==> src/rtl/core_pkg.sv <==
// core_pkg: shared types for the RV32I multi-cycle controller.
// Contents: controller state enum, RV32I major-opcode constants, datapath
// mux-select enums, the latched instruction class enum, and the opcode
// classifier used in DECODE.
package core_pkg;

  typedef enum logic [2:0] {
    ST_IDLE   = 3'd0,
    ST_FETCH  = 3'd1,
    ST_DECODE = 3'd2,
    ST_EXEC   = 3'd3,
    ST_MEM    = 3'd4,
    ST_WB     = 3'd5,
    ST_HALT   = 3'd6,
    ST_TRAP   = 3'd7
  } ctrl_state_e;

  localparam logic [6:0] OP_R      = 7'b0110011;
  localparam logic [6:0] OP_IMM    = 7'b0010011;
  localparam logic [6:0] OP_LOAD   = 7'b0000011;
  localparam logic [6:0] OP_STORE  = 7'b0100011;
  localparam logic [6:0] OP_BRANCH = 7'b1100011;
  localparam logic [6:0] OP_JAL    = 7'b1101111;
  localparam logic [6:0] OP_JALR   = 7'b1100111;
  localparam logic [6:0] OP_AUIPC  = 7'b0010111;
  localparam logic [6:0] OP_LUI    = 7'b0110111;
  localparam logic [6:0] OP_SYSTEM = 7'b1110011;

  typedef enum logic [1:0] {
    PC_PLUS4 = 2'd0,   // pc + 4
    PC_REL   = 2'd1,   // pc + imm
    PC_JALR  = 2'd2    // (rs1 + imm) & ~1
  } pc_sel_e;

  typedef enum logic [1:0] {
    WB_ALU = 2'd0,
    WB_MEM = 2'd1,
    WB_PC4 = 2'd2,
    WB_IMM = 2'd3
  } wb_sel_e;

  typedef enum logic [3:0] {
    CL_R,
    CL_IMM,
    CL_LOAD,
    CL_STORE,
    CL_BRANCH,
    CL_JAL,
    CL_JALR,
    CL_AUIPC,
    CL_LUI,
    CL_SYSTEM,
    CL_ILLEGAL   // AMO, FENCE and anything not listed above
  } op_class_e;

  function automatic op_class_e classify(input logic [6:0] opcode);
    op_class_e cl;
    case (opcode)
      OP_R:      cl = CL_R;
      OP_IMM:    cl = CL_IMM;
      OP_LOAD:   cl = CL_LOAD;
      OP_STORE:  cl = CL_STORE;
      OP_BRANCH: cl = CL_BRANCH;
      OP_JAL:    cl = CL_JAL;
      OP_JALR:   cl = CL_JALR;
      OP_AUIPC:  cl = CL_AUIPC;
      OP_LUI:    cl = CL_LUI;
      OP_SYSTEM: cl = CL_SYSTEM;
      default:   cl = CL_ILLEGAL;
    endcase
    return cl;
  endfunction

endpackage

==> src/rtl/core_ctrl_if.sv <==
// core_ctrl_if: instruction/data memory handshake bundle of the controller.
//   imem_req / imem_ack : instruction fetch request / acknowledge
//   dmem_req / dmem_ack : data access request / acknowledge
//   dmem_we             : data access is a store
// master = controller side, slave = memory side.
interface core_ctrl_if;
  logic imem_req;
  logic imem_ack;
  logic dmem_req;
  logic dmem_ack;
  logic dmem_we;

  modport master (
    output imem_req, dmem_req, dmem_we,
    input  imem_ack, dmem_ack
  );

  modport slave (
    input  imem_req, dmem_req, dmem_we,
    output imem_ack, dmem_ack
  );
endinterface

==> src/rtl/core_ctrl_perf.sv <==
// core_ctrl_perf: cycle and retired-instruction counters for core_ctrl.
//   clk, rst_n   : clock, synchronous active-low reset
//   count_en     : controller is in an active state this cycle
//   retire       : controller pulses pc_we this cycle
//   cycle_cnt    : active-cycle count, wraps modulo 2^XLEN
//   instret_cnt  : retired-instruction count, wraps modulo 2^XLEN
module core_ctrl_perf #(
  parameter int unsigned XLEN = 32
) (
  input  logic            clk,
  input  logic            rst_n,
  input  logic            count_en,
  input  logic            retire,
  output logic [XLEN-1:0] cycle_cnt,
  output logic [XLEN-1:0] instret_cnt
);

  always_ff @(posedge clk) begin
    if (!rst_n) begin
      cycle_cnt   <= '0;
      instret_cnt <= '0;
    end else begin
      if (count_en) cycle_cnt   <= cycle_cnt + XLEN'(1);
      if (retire)   instret_cnt <= instret_cnt + XLEN'(1);
    end
  end

endmodule

==> src/rtl/core_ctrl.sv <==
// core_ctrl: multi-cycle FETCH/DECODE/EXEC/MEM/WB sequencer for the RV32I core.
// Ports:
//   clk, rst_n      : clock, synchronous active-low reset
//   mem             : core_ctrl_if.master, imem/dmem request-acknowledge
//   opcode, funct3  : decoder fields of the instruction register
//   branch_taken    : ALU compare result for the current branch
//   ir_we, pc_we    : instruction register / PC load strobes
//   pc_sel          : next-PC select (pc_sel_e)
//   alu_src_a/b     : ALU operand selects
//   rf_we, wb_sel   : register file write strobe / writeback select (wb_sel_e)
//   halted, illegal : sticky stop indications (ecall/ebreak, bad opcode)
//   state           : current state, debug
//   cycle_cnt, instret_cnt : only when CORE_CTRL_PERF_EN is defined
// Optional feature macro: CORE_CTRL_PERF_EN (performance counters).
module core_ctrl
  import core_pkg::*;
#(
  parameter int unsigned XLEN = 32
) (
  input  logic              clk,
  input  logic              rst_n,
  core_ctrl_if.master       mem,
  input  logic [6:0]        opcode,
  input  logic [2:0]        funct3,
  input  logic              branch_taken,
  output logic              ir_we,
  output logic              pc_we,
  output logic [1:0]        pc_sel,
  output logic              alu_src_a,
  output logic              alu_src_b,
  output logic              rf_we,
  output logic [1:0]        wb_sel,
  output logic              halted,
  output logic              illegal,
  output logic [2:0]        state
`ifdef CORE_CTRL_PERF_EN
  ,
  output logic [XLEN-1:0]   cycle_cnt,
  output logic [XLEN-1:0]   instret_cnt
`endif
);

  ctrl_state_e state_q;
  op_class_e   op_q;
  op_class_e   dec_cls;

  pc_sel_e     pc_sel_d;
  wb_sel_e     wb_sel_d;
  logic        imem_req_d;
  logic        dmem_req_d;
  logic        dmem_we_d;

  assign dec_cls = classify(opcode);

  always_ff @(posedge clk) begin
    if (!rst_n) begin
      state_q <= ST_IDLE;
      op_q    <= CL_ILLEGAL;
    end else begin
      case (state_q)
        ST_IDLE:  state_q <= ST_FETCH;
        ST_FETCH: if (mem.imem_ack) state_q <= ST_DECODE;
        ST_DECODE: begin
          op_q <= dec_cls;
          case (dec_cls)
            CL_SYSTEM:  state_q <= (funct3 == 3'b000) ? ST_HALT : ST_TRAP;
            CL_ILLEGAL: state_q <= ST_TRAP;
            default:    state_q <= ST_EXEC;
          endcase
        end
        ST_EXEC: begin
          case (op_q)
            CL_BRANCH:         state_q <= ST_FETCH;
            CL_LOAD, CL_STORE: state_q <= ST_MEM;
            default:           state_q <= ST_WB;
          endcase
        end
        ST_MEM: if (mem.dmem_ack) state_q <= (op_q == CL_STORE) ? ST_FETCH : ST_WB;
        ST_WB:   state_q <= ST_FETCH;
        default: state_q <= state_q;   // HALT, TRAP absorb until reset
      endcase
    end
  end

  // Strobes that depend on ack/branch_taken must act in the same cycle, so
  // outputs are decoded combinationally from state_q/op_q rather than registered.
  always_comb begin
    imem_req_d = 1'b0;
    dmem_req_d = 1'b0;
    dmem_we_d  = 1'b0;
    ir_we      = 1'b0;
    pc_we      = 1'b0;
    pc_sel_d   = PC_PLUS4;
    alu_src_a  = 1'b0;
    alu_src_b  = 1'b0;
    rf_we      = 1'b0;
    wb_sel_d   = WB_ALU;
    halted     = 1'b0;
    illegal    = 1'b0;
    case (state_q)
      ST_FETCH: begin
        imem_req_d = 1'b1;
        ir_we      = mem.imem_ack;
      end
      ST_EXEC: begin
        alu_src_a = op_q inside {CL_AUIPC, CL_JAL, CL_BRANCH};
        alu_src_b = (op_q != CL_R);
        if (op_q == CL_BRANCH) begin
          pc_we = 1'b1;
          if (branch_taken) pc_sel_d = PC_REL;
        end
      end
      ST_MEM: begin
        dmem_req_d = 1'b1;
        dmem_we_d  = (op_q == CL_STORE);
        if (op_q == CL_STORE && mem.dmem_ack) pc_we = 1'b1;
      end
      ST_WB: begin
        rf_we = 1'b1;
        pc_we = 1'b1;
        case (op_q)
          CL_LOAD:         wb_sel_d = WB_MEM;
          CL_JAL, CL_JALR: wb_sel_d = WB_PC4;
          CL_LUI:          wb_sel_d = WB_IMM;
          default:         wb_sel_d = WB_ALU;
        endcase
        case (op_q)
          CL_JAL:  pc_sel_d = PC_REL;
          CL_JALR: pc_sel_d = PC_JALR;
          default: pc_sel_d = PC_PLUS4;
        endcase
      end
      ST_HALT: halted  = 1'b1;
      ST_TRAP: illegal = 1'b1;
      default: ;
    endcase
  end

  assign mem.imem_req = imem_req_d;
  assign mem.dmem_req = dmem_req_d;
  assign mem.dmem_we  = dmem_we_d;
  assign pc_sel       = pc_sel_d;
  assign wb_sel       = wb_sel_d;
  assign state        = state_q;

`ifdef CORE_CTRL_PERF_EN
  core_ctrl_perf #(
    .XLEN (XLEN)
  ) u_perf (
    .clk         (clk),
    .rst_n       (rst_n),
    .count_en    (!(state_q inside {ST_IDLE, ST_HALT, ST_TRAP})),
    .retire      (pc_we),
    .cycle_cnt   (cycle_cnt),
    .instret_cnt (instret_cnt)
  );
`endif

endmodule

==> src/flat_wrapper.sv <==
// flat-port wrapper written by rule: the top's interface ports become plain ports
module core_ctrl_flat import core_pkg::*;
#(
  parameter int unsigned XLEN = 32
)
  (clk, rst_n, opcode, funct3, branch_taken, ir_we, pc_we, pc_sel, alu_src_a, alu_src_b, rf_we, wb_sel, halted, illegal, state, mem_imem_req, mem_dmem_req, mem_dmem_we, mem_imem_ack, mem_dmem_ack);
  core_ctrl_if mem_i ();
  input  logic clk;
  input  logic rst_n;
  input  logic [6:0] opcode;
  input  logic [2:0] funct3;
  input  logic branch_taken;
  output logic ir_we;
  output logic pc_we;
  output logic [1:0] pc_sel;
  output logic alu_src_a;
  output logic alu_src_b;
  output logic rf_we;
  output logic [1:0] wb_sel;
  output logic halted;
  output logic illegal;
  output logic [2:0] state;
  output wire logic [$bits(mem_i.imem_req)-1:0] mem_imem_req;
  output wire logic [$bits(mem_i.dmem_req)-1:0] mem_dmem_req;
  output wire logic [$bits(mem_i.dmem_we)-1:0] mem_dmem_we;
  input wire logic [$bits(mem_i.imem_ack)-1:0] mem_imem_ack;
  input wire logic [$bits(mem_i.dmem_ack)-1:0] mem_dmem_ack;
  assign mem_imem_req = mem_i.imem_req;
  assign mem_dmem_req = mem_i.dmem_req;
  assign mem_dmem_we = mem_i.dmem_we;
  assign mem_i.imem_ack = mem_imem_ack;
  assign mem_i.dmem_ack = mem_dmem_ack;
  core_ctrl #(.XLEN(XLEN)) u_core (.clk(clk), .rst_n(rst_n), .mem(mem_i), .opcode(opcode), .funct3(funct3), .branch_taken(branch_taken), .ir_we(ir_we), .pc_we(pc_we), .pc_sel(pc_sel), .alu_src_a(alu_src_a), .alu_src_b(alu_src_b), .rf_we(rf_we), .wb_sel(wb_sel), .halted(halted), .illegal(illegal), .state(state));
endmodule
==> config.mk <==
export PLATFORM = sky130hd
export DESIGN_NAME = core_ctrl_flat
export DESIGN_NICKNAME = d
export VERILOG_FILES = /design/src/rtl/core_pkg.sv /design/src/rtl/core_ctrl_if.sv /design/src/rtl/core_ctrl_perf.sv /design/src/rtl/core_ctrl.sv /design/src/flat_wrapper.sv
export SDC_FILE = /design/constraint.sdc
export NUM_CORES = 1
export LEC_CHECK = 0
export CAP_MARGIN = 40
export CORE_MARGIN = 2
export CORE_UTILIZATION = 40
export DETAILED_ROUTE_END_ITERATION = 6
export HOLD_SLACK_MARGIN = 0.03
export PLACE_DENSITY = 0.82
export SETUP_SLACK_MARGIN = 0.1
export SYNTH_ARGS = -nofsm -noshare
export SYNTH_HDL_FRONTEND = slang
export SYNTH_SLANG_ARGS = --single-unit
==> constraint.sdc <==
create_clock -name clk -period 1.5 [get_ports clk]
set_input_delay 0.15 -clock clk [delete_from_list [all_inputs] [get_ports clk]]
set_output_delay 0.15 -clock clk [all_outputs]
set_load 0.005 [all_outputs]
# Word level (Yosys, flattened, before mapping)
# Index checks and enable logic that the tools add are counted.
# word_totals
reg_bits,7
out_inout_bits,17
wordCells,66
input_bits,15
# classes
muxes,26
reduce_logical,10
n_eq_ne,28
# ops
operator,n
one-hot mux 4 bit (10 select lines),1
equality test 7 bit (second input constant),4
equality test 7 x 6 -> 1 bit (second input constant),3
equality test 4 x 3 -> 1 bit (second input constant),4
one-hot mux 3 bit (5 select lines),1
equality test 7 x 5 -> 1 bit (second input constant),2
two-way mux 1 bit,13
equality test 3 bit (second input constant),4
equality test 4 bit (second input constant),3
one-hot mux 3 bit (2 select lines),2
two-way mux 3 bit,3
equality test 4 x 2 -> 1 bit (second input constant),2
one-hot mux 2 bit (2 select lines),2
equality test 7 x 2 -> 1 bit (second input constant),1
equality test 3 x 2 -> 1 bit (second input constant),2
zero test 3 bit,2
one-hot mux 2 bit (3 select lines),1
OR reduction 2 bit,3
nonzero test 5 bit,1
two-way mux 2 bit,2
!= test 2 bit (second input constant),2
nonzero test 4 bit,1
equality test 3 x 1 -> 1 bit (second input constant),1
one-hot mux 1 bit (3 select lines),1
3 further kinds,3

# Logic depth before layout (Yosys ltp)
# Gate-level depths: netlist of the first run.
# logic_depth
depth_word,5
depth_mapped,6

# Worst setup path after synthesis of the first run
# Ideal clock, no wire load.
# synth_path
path_kind,reg2reg
from,register u_core.op_q[1]
to,register u_core.state_q[2] (netlist: u_core.state[2])
setup_ns,0.119
required_ns,1.381
slack_ns,0.199
synth_period_minus_slack_ns,1.301
path_stages_with_launch,6
t_arrival_ns,1.182
path_buffers,1
path_cell_list,dfxtp_1 > buf_6 > or3b_4 > nor2_2 > a22oi_1 > o221a_1
# synth_between
elab_chain_len,4
elab_cells_between_ends,8
cone_classes,3 x eq/ne; 4 x mux; 1 x reduce/logical
# synth_rtl
item,line_no,source
from (decl),core_ctrl.sv:44,op_class_e op_q;
from (signal assigned),core_ctrl.sv:64,op_q <= dec_cls;
equality test 4 x 2 -> 1 bit (on tied branches),"core_ctrl.sv:72, core_ctrl.sv:78",
OR reduction 2 bit or two-way mux 3 bit (tied branches),"core_ctrl.sv:72, core_ctrl.sv:78",
one-hot mux 3 bit (2 select lines) or two-way mux 3 bit (tied branches),"core_ctrl.sv:72, core_ctrl.sv:78",
one-hot mux 3 bit (5 select lines) (*),core_ctrl.sv:60,case (state_q)
to (signal assigned),core_ctrl.sv:66,CL_SYSTEM: state_q <= (funct3 == 3'b000) ? ST_HALT : ST_TRAP;
to (signal assigned),core_ctrl.sv:78,ST_MEM: if (mem.dmem_ack) state_q <= (op_q == CL_STORE) ? ST_FETCH : ST_WB;
to (signal assigned),core_ctrl.sv:80,default: state_q <= state_q;
to (decl),core_ctrl.sv:43,ctrl_state_e state_q;
# Every way passes the cells marked *; elsewhere a longest branch is shown, timed or not. The select of a mux whose other input is x is not followed.
# A chain may end at the register's enable or synchronous reset.

# Worst setup path in the final report of the first run
# layout_path
from,register u_core.state_q[2] (netlist: u_core.state[2])
to,output port pc_sel[0]
# layout_between
elab_chain_len,2
elab_cells_between_ends,3
cone_classes,2 x eq/ne; 1 x mux
# layout_rtl
item,line_no,source
equality test 3 bit or equality test 3 x 2 -> 1 bit (tied branches),core_ctrl.sv:100,case (state_q)
one-hot mux 2 bit (2 select lines) (*),core_ctrl.sv:100,
to (decl),flat_wrapper.sv:15,output logic [1:0] pc_sel;
# Every way passes the cells marked *; elsewhere a longest branch is shown, timed or not.

==> reports/results.ini, run 1 <==
[outcome]
status=finished, violations left
failed_checks=setup timing

[synth]
synth-simple-area-share_pct=37.87
muxShareOfSynthArea_pct=1.493
synth_edf_count=0
syn_area_um2=670.6
synthAdderAreaFrac_pct=0
synth_top_family_by_area=simple AND/OR/NAND/NOR gates
syn_inst=95
syn_nets=110
synth_ff_type=dfxtp_1
synthDistinctLibCells=40
synth_top_cell_by_area=dfxtp_1
ys_ff_latch=7
avgSynthCellArea_um2=7.059
synthTopCellsByCount=11 x nor2_1, 7 x a21oi_1, 7 x dfxtp_1, 7 x inv_1
ys_top_cells_by_area=dfxtp_1 21%, nor2_1 6.2%, a21oi_1 5.2%
synth-xor-area-share_pct=2.612
yosys.area.top_type_share_pct=20.90
synth_compound_area_share_pct=26.31
yosysSeqAreaShare_pct=20.90
synthArstFlopShare_pct=0
yosysWarnings=0
synth.most_common_cell=nor2_1

[clocking]
clkSinkCount=7
cts_max_path_buffers=2
worstSkewPairLatency_ns=0.27
clkTransAtPathRegs_ns=0.07
cts_hold_buf=0
cts_tree=yes
cts_root_buf=clkbuf_4
cts_buffers=3
h-tree-depth=1

[routing]
topRoutingLayerUsed=met4
ant_nets=0
wl_met3_um=248
drt-met1-wl_um=1407
met2WireLength_um=1854
first_iter_violations=32
wl_per_cell_um=20.38
viasPerCell=6.212
drc=0
via_count=1112
wirelength_um=3648
dr.pass1.iters=4

[sta]
finalSetupViolations=5
finalHoldViolations=0
slew_violations=0
fin_ws_ns=-0.2389
tightest_slew_ns=0.4176
layout_min_cycle_time_ns=1.739
timing.setup.tns_ns=-0.4909
skew_ns=0.01709
relSlewSlack_pct=71.81
max_freq_ghz=0.5751
min_period_over_period_pct=115.9
rsz0062_at_grt=true

[critical_path]
cp_top_family=simple AND/OR/NAND/NOR gates
crit_fanout=4
path_cells=nand3b_1 > buf_4 > nor3b_2 > a21oi_1 > nor2_1 > buf_2
path_buf_inv=2
cp_data_arrival_time_ns=1.59
ff2ff_setup_slack_ns=-0.05
cp_slowest_stage_delay_ns=0.36
critPathKind=reg -> out
critPathSlowestCell=dfxtp_4
cp-start-kind=flip-flop
required_ns=1.35
critPathCaptureType=primary output

[floorplanning]
ioPinCount=32
start_util_pct=43.51
coreArea_um2=1541
die_area_um2=2020
dieWidth_um=44.95
die_y_um=44.95
rows=14

[pwr]
power_density_nw_per_um2=470.1
max-vdd-ir-drop_mv=0.6451
static-leakage-power_nw=0.6202

[cells_and_area]
finalNetCount=179
num-fill-cells=56
antennaDiodeCount=0
layout-drive-gt1-share_pct=54.60
area_growth_pct=113.1

[global_routing]
grt_pass1_wl_um=4036
grt_usage_pct=26.97
antenna_found_initial=0
grt_overflow_total=0
grt_pass1_vias=954
grt_max_degree=9

[job]
max_cap_viol_count=0

[placement]
pre_cts_ws_ns=-0.1805
place.gp.congestion=0.8357
dp_hpwl_um=1590
numPortBuffers=31

[hold_path]
hp-class=reg -> reg

registers in the layout, indices dropped and copies added, names as in the netlist:
signal / flops
u_core.state: 3
u_core.op_q: 4
routing by layer:
layer | GRT usage, % | up-vias
li1 | - | 481
met1 | 32.12 | 532
met2 | 49.71 | 81
met3 | 0.4000 | 18
met4 | 12.35 | 0
met5 | 0 | -
worst reg2reg max path, cell delays in order, from the launching register on:
cell and delay (ns):
dfxtp_2 0.33, or3b_4 0.43, buf_4 0.16, buf_6 0.11, nor2_4 0.10, a22oi_2 0.08
o221a_1 0.24
cell type report:
cell class	count	area, µm²	area share (%)
repair buffers	71	591.8	41.42
multi-input cells	74	611.8	42.82
well taps	16	20.02	1.401
clock buffers	4	26.28	1.839
flip-flops and latches	7	152.6	10.68
inverters	7	26.28	1.839
worst paths after layout:
check / end / start / cells past startpoint
worst min register to register: u_core.op_q[2] / u_core.op_q[2] / 3
worst max-delay path: pc_sel[0] / u_core.state[2] / 6
worst max register to register: u_core.state[2] / u_core.op_q[1] / 6
worst min-delay path: u_core.op_q[2] / u_core.op_q[2] / 3
cell usage in the layout, fill, tap and decap left out, types with 2 or more instances in the layout:
| master | synthesis | layout |
|---|---|---|
| a21oi_1 | 7 | 5 |
| a21oi_2 | 0 | 2 |
| a22oi_2 | 0 | 2 |
| buf_2 | 4 | 9 |
| buf_4 | 0 | 32 |
| buf_6 | 2 | 9 |
| clkbuf_4 | 0 | 3 |
| clkdlybuf4s15_1 | 0 | 2 |
| clkdlybuf4s50_1 | 0 | 15 |
| dfxtp_2 | 0 | 4 |
| dfxtp_4 | 0 | 2 |
| dlygate4sd2_1 | 0 | 2 |
| inv_1 | 7 | 6 |
| nand2_1 | 6 | 6 |
| nand2b_4 | 0 | 2 |
| nand3b_1 | 2 | 2 |
| nand4b_1 | 2 | 2 |
| nor2_1 | 11 | 6 |
| nor2_2 | 1 | 3 |
| nor2_4 | 0 | 3 |
| nor2b_1 | 4 | 3 |
| nor3b_4 | 0 | 2 |
| nor4_2 | 1 | 2 |
| o21ai_0 | 6 | 4 |
| o21ai_1 | 1 | 2 |
metrics by stage:
step / hold slack (ns) / utilization, % / power [mW] / cell area [µm²] / std cells
6_report: 0.5977 / 92.69 / 0.6717 / 1429 / 179
5_1_grt: 0.6078 / 92.69 / 0.6769 / 1429 / 179
2_1_floorplan: 0.2782 / - / 0.2793 / 670.6 / 95
4_1_cts: 0.5505 / 86.28 / 0.5938 / 1330 / 176
3_5_place_dp: 0.5671 / 74.59 / 0.3980 / 1150 / 161
3_3_place_gp: 0.5602 / 74.59 / 0.3922 / 1150 / 161
what timing repair did:
item / 4_1_cts / 5_1_grt
pin swaps: 10 / 14
setup buffers: 11 / 7
endpoints found under the setup margin: 19 / 18
gates resized for setup: 70 / 32
where the power goes:
| part | internal (mW) | total [mW] | switching (mW) |
|---|---|---|---|
| Combinational | 0.152 | 0.275 | 0.123 |
| Clock | 0.102 | 0.195 | 0.0925 |
| Sequential | 0.193 | 0.201 | 0.00871 |
| Total | 0.447 | 0.672 | 0.224 |
cells by family after synthesis:
group | Yosys count
AND/OR/NAND/NOR | 44
AO/OA/AOI/OAI | 27
buffers and inverters | 14
flip-flops | 7
XOR/XNOR | 2
multiplexers | 1
No activity file was read; power rests on OpenSTA's default activity.
==> run 2: changes to the inputs <==
--- a/config.mk
+++ b/config.mk
@@ -9,8 +9,9 @@
 export CORE_MARGIN = 2
 export CORE_UTILIZATION = 40
 export DETAILED_ROUTE_END_ITERATION = 6
+export DONT_BUFFER_PORTS = 1
 export HOLD_SLACK_MARGIN = 0.03
-export PLACE_DENSITY = 0.82
+export PLACE_DENSITY = 0.57
 export SETUP_SLACK_MARGIN = 0.1
 export SYNTH_ARGS = -nofsm -noshare
 export SYNTH_HDL_FRONTEND = slang
==> reports/results.ini, run 2 (synthesized netlist as in run 1, its figures left out) <==
[global_routing]
use_met3_pct=4.000  ; +3.6 points
grt_overflow_total=0  ; unchanged
grt_max_degree=13  ; +4
use_met2_pct=28.57  ; -21 points
grt_pass1_wl_um=2566  ; -36%
grt_usage_pct=17.08  ; -9.9 points
grt_pass1_vias=585  ; -39%
antenna_found_initial=0  ; unchanged
grt_use_met1_pct=20.88  ; -11 points
top_usage_layer=met2

[floorplanning]
dieWidth_um=44.95  ; unchanged
coreArea_um2=1541  ; unchanged
die_y_um=44.95  ; unchanged
start_util_pct=43.51  ; unchanged
die_area_um2=2020  ; unchanged
rows=14  ; unchanged
ioPinCount=32  ; unchanged

[pwr]
p_int_mw=0.3327  ; -26%
pwr-share-clk_pct=37.3  ; +8.3 points
total_power_mw=0.4580  ; -32%
p_sw_mw=0.1253  ; -44%
swShare_pct=27.36  ; -6.1 points
comb_power_share_pct=17.5  ; -24 points
seqPwrFrac_pct=45.2  ; +15 points
power_density_nw_per_um2=582.9  ; +24%
max-vdd-ir-drop_mv=0.3049  ; -53%
static-leakage-power_nw=0.2842  ; -54%

[sta]
min_period_over_period_pct=94.79  ; -21 points
finalHoldViolations=0  ; unchanged
skew_ns=0.006736  ; -0.01035 ns
layout_min_cycle_time_ns=1.422  ; -0.3170 ns
finalSetupViolations=0  ; -5
rsz0062_at_grt=true
slew_violations=0  ; unchanged
tightest_slew_ns=0.3219  ; -0.09571 ns
timing.setup.tns_ns=0  ; +0.4909 ns
relSlewSlack_pct=78.27  ; +6.5 points
max_freq_ghz=0.7033  ; +22%

[placement]
numPortBuffers=0  ; -100%
dp_hpwl_um=1151  ; -28%
place.gp.congestion=0.7211  ; -14%

[cells_and_area]
largest_reg_flops=4  ; unchanged
layout_common_cells=10 x nor2_1, 7 x inv_1, 7 x a21oi_1
final_common_cell=nor2_1
layout-drive-gt1-share_pct=24.24  ; -30 points
area_growth_pct=17.16
antennaDiodeCount=0  ; unchanged
finalNetCount=115  ; -36%
regMostFlops=u_core.op_q

[routing]
first_iter_violations=13  ; -59%
wl_per_cell_um=14.08  ; -31%
viasPerCell=6.122  ; -1.5%
drc=0  ; unchanged
ant_nets=0  ; unchanged
via_count=704  ; -37%
dr.pass1.iters=4  ; unchanged
wirelength_um=1619  ; -56%

[critical_path]
rr_startpoint=u_core.op_q[2]
crit_fanout=5  ; +1
cp-start-kind=flip-flop
required_ns=1.64  ; +0.29 ns
critPathKind=reg -> reg
cp_data_arrival_time_ns=1.57  ; -0.02 ns
critPathLaunch=u_core.op_q[2]
critPathCaptureType=flip-flop

[clocking]
clkTransAtPathRegs_ns=0.06  ; about the same
cts_buffers=3  ; unchanged
cts_tree=yes
clkSinkCount=7  ; unchanged
cts_max_path_buffers=2  ; unchanged
h-tree-depth=1  ; unchanged
worstSkewPairLatency_ns=0.25  ; -0.02 ns
cts_root_buf=clkbuf_4

[hold_path]
holdCritStartpoint=rst_n
hp-class=in -> reg

[job]
max_cap_viol_count=0  ; unchanged

[outcome]
status=finished clean

run 2: changes by cell type in the layout (fill, tap and decap cells not counted), moves of 3 or more:
| cell | change |
|---|---|
| buf_6 | -8 |
| clkdlybuf4s50_1 | -15 |
| nor2_4 | -3 |
| nor2_1 | +4 |
| buf_4 | -27 |
| buf_2 | -9 |
run 2: final timing paths:
check               endpoint  depth (start not counted)  slack (ns)
max reg2reg  u_core.state[2]                          5        0.08
min reg2reg   u_core.op_q[2]                          2        0.49
min          u_core.state[0]                          2        0.08
max          u_core.state[2]                          5        0.08
run 2: area by class of cell:
| class | instances | area, µm² |
|---|---|---|
| fillers | 162 | 755.7 |
| multi-input cells | 74 | 499.2 |
| flip-flops and latches | 7 | 155.1 |
| repair buffers | 7 | 58.81 |
| clock buffers | 4 | 26.28 |
| inverters | 7 | 26.28 |
| well taps | 16 | 20.02 |
run 2: critical path, cell delays in order, from the launching register on:
cell     delay (ns)
dfxtp_4        0.36
or3b_4         0.42
buf_4          0.15
nor2_2         0.07
a22oi_1        0.09
o221a_1        0.22
run 2: per-layer routing:
metal  vias up  wire length, µm
met5         -                0
met4         0               25
met3         4              121
met2        25              773
met1       323              699
li1        352                -
run 2: power by group through the flow:
stage / logic (mW) / clock network, mW / registers (mW)
6_report: 0.0799 / 0.171 / 0.207
5_1_grt: 0.0891 / 0.188 / 0.209
4_1_cts: 0.0766 / 0.173 / 0.207
3_5_place_dp: 0.0682 / 0 / 0.211
3_3_place_gp: 0.0683 / 0 / 0.211
2_1_floorplan: 0.0771 / 0 / 0.202
run 2: per-stage QoR:
step           cells  hold WS [ns]  area (µm²)  worst slack [ns]  utilization [%]
2_1_floorplan     95        0.2782       670.6            0.1992                -
3_3_place_gp     106        0.2857       659.4            0.1876            42.78
3_5_place_dp     106        0.2899       659.4            0.1383            42.78
4_1_cts          114       0.06883       773.2           0.08826            50.16
5_1_grt          115       0.07271       785.8           0.02068            50.97
6_report         115       0.08143       785.8           0.07810            50.97
run 2: repair_timing:
action | in CTS | in global routing
resized for setup | 16 | 1
setup endpoints to repair | 7 | 8
pin swaps | 2 | 0
gates cloned | 0 | 0
hold buffers | 1 | 0
setup buffers | 3 | 1
hold endpoints to repair | 2 | 0
==> run 3: changes to the inputs <==
--- a/config.mk
+++ b/config.mk
@@ -6,13 +6,14 @@
 export NUM_CORES = 1
 export LEC_CHECK = 0
 export CAP_MARGIN = 40
+export CORE_ASPECT_RATIO = 0.8
 export CORE_MARGIN = 2
 export CORE_UTILIZATION = 40
 export DETAILED_ROUTE_END_ITERATION = 6
 export DONT_BUFFER_PORTS = 1
 export HOLD_SLACK_MARGIN = 0.03
 export PLACE_DENSITY = 0.57
-export SETUP_SLACK_MARGIN = 0.1
+export SETUP_SLACK_MARGIN = 0.3
 export SYNTH_ARGS = -nofsm -noshare
 export SYNTH_HDL_FRONTEND = slang
 export SYNTH_SLANG_ARGS = --single-unit
==> constraint.sdc (replaced) <==
create_clock -name clk -period 1.7 [get_ports clk]
set_input_delay 0.17 -clock clk [delete_from_list [all_inputs] [get_ports clk]]
set_output_delay 0.17 -clock clk [all_outputs]
set_load 0.005 [all_outputs]
==> reports/results.ini, run 3 (synthesized netlist as in run 1, its figures left out) <==
[sta]
skew_ns=0.003580  ; -0.003156 ns
tightest_slew_ns=0.3489  ; +0.02698 ns
relSlewSlack_pct=76.45  ; -1.8 points
max_freq_ghz=0.6864
rsz0062_at_grt=true
layout_min_cycle_time_ns=1.457
min_period_over_period_pct=85.70
slew_violations=0  ; unchanged
timing.setup.tns_ns=0  ; unchanged
finalHoldViolations=0  ; unchanged
finalSetupViolations=0  ; unchanged

[global_routing]
antenna_found_initial=0  ; unchanged
grt_pass1_vias=625  ; +6.8%
grt_max_degree=13  ; unchanged
grt_pass1_wl_um=2704  ; +5.4%
grt_overflow_total=0  ; unchanged
grt_usage_pct=17.81  ; +0.73 points

[cells_and_area]
regMostFlops=u_core.op_q
instances_no_fill=119  ; +3.5%
multiInputGateArea_um2=524.3  ; +5.0%
finalNetCount=113  ; -1.7%
layout-drive-gt1-share_pct=27.84  ; +3.6 points
num-fill-cells=163  ; +0.62%
finish.instance_area_um2=812.0  ; +3.3%
area_growth_pct=21.08
final_common_cell=nor2_1
seq_area_um2=163.9  ; +5.6%
largest_reg_flops=4  ; unchanged
layout_common_cells=10 x nor2_1, 7 x a21oi_1
antennaDiodeCount=0  ; unchanged

[critical_path]
cp_data_arrival_time_ns=1.29  ; -0.28 ns
required_ns=1.53  ; -0.11 ns
critPathKind=reg -> out
critPathCaptureType=primary output
cp-start-kind=flip-flop
crit_fanout=8  ; +3

[outcome]
status=finished clean

[floorplanning]
ioPinCount=32  ; unchanged
start_util_pct=42.07  ; -1.4 points
coreArea_um2=1594  ; +3.4%
dieWidth_um=49.78  ; +11%
rows=13  ; -1
die_y_um=40.63  ; -9.6%
die_area_um2=2022  ; +0.11%

[clocking]
clkTransAtPathRegs_ns=0.05  ; about the same
cts_buffers=3  ; unchanged
worstSkewPairLatency_ns=0.25  ; about the same
cts_root_buf=clkbuf_4
cts_max_path_buffers=2  ; unchanged
h-tree-depth=1  ; unchanged
cts_tree=yes
clkSinkCount=7  ; unchanged

[routing]
dr.pass1.iters=3  ; -1
topRoutingLayerUsed=met4
drt-met1-wl_um=727  ; +4.0%
via_count=685  ; -2.7%
drc=0  ; unchanged
wl_per_cell_um=13.84  ; -1.7%
met2WireLength_um=809  ; +4.7%
wirelength_um=1647  ; +1.7%
first_iter_violations=14  ; +1
ant_nets=0  ; unchanged
viasPerCell=5.756  ; -6.0%
wl_met3_um=95  ; -21%

[placement]
placed_cells=110  ; +3.8%
numPortBuffers=0  ; unchanged
place.gp.congestion=0.7303  ; +1.3%
dp_hpwl_um=1217  ; +5.7%
placed_area_um2=651.9  ; -1.1%

[hold_path]
hp-class=in -> reg

[pwr]
max-vdd-ir-drop_mv=0.2002  ; -34%
static-leakage-power_nw=0.2807  ; -1.3%
power_density_nw_per_um2=497.4  ; -15%

[job]
max_cap_viol_count=0  ; unchanged

## run 3: layer usage
metal	vias to the layer above	global-route usage, %
li1	347	-
met1	314	19.83
met2	22	34.00
met3	2	4.015
met4	0	8.333
met5	-	0
## run 3: path summary, 6_finish.rpt
path	cells past startpoint	to	slack [ns]	start
hold / removal	1	u_core.state[1]	0.04	rst_n
hold reg to reg	2	u_core.op_q[2]	0.48	u_core.op_q[2]
setup / recovery	3	pc_we	0.24	u_core.state[2]
setup reg to reg	5	u_core.state[2]	0.28	u_core.op_q[3]
## run 3: stage by stage
step / hold slack, ns / util (%) / total power [mW] / setup slack (ns)
global placement: 0.3039 / 40.89 / 0.2436 / 0.2506
finish: 0.04329 / 50.94 / 0.4039 / 0.2431
floorplan: 0.2982 / - / 0.2464 / 0.3992
global route: 0.05357 / 50.94 / 0.4351 / 0.1883
detailed placement: 0.3117 / 40.89 / 0.2454 / 0.2611
CTS: 0.03849 / 48.51 / 0.4071 / 0.2541
## run 3: repair_timing
item | CTS | global route
resized for setup | 19 | 7
hold endpoints to repair | 0 | 1
setup buffers | 3 | 1
endpoints found under the setup margin | 10 | 10
pin swaps | 4 | 2
hold buffers | 0 | 1
## run 3: final cells by class
type | count | area share (%)
inverters | 7 | 3.236
flip-flops and latches | 7 | 20.18
repair buffers | 5 | 5.393
multi-input cells | 74 | 64.56
well taps | 22 | 3.390
clock buffers | 4 | 3.236
## run 3: power by group
group | switching [mW] | leakage (nW) | internal (mW)
Combinational | 0.0348 | 0.206 | 0.0342
Sequential | 0.0187 | 0.0601 | 0.166
Clock | 0.0611 | 0.0150 | 0.0895
## run 3: critical path: stages, from the launching register on
cell and delay (ns):
dfxtp_4 0.38, nand3b_1 0.21, buf_4 0.18, o311ai_4 0.26
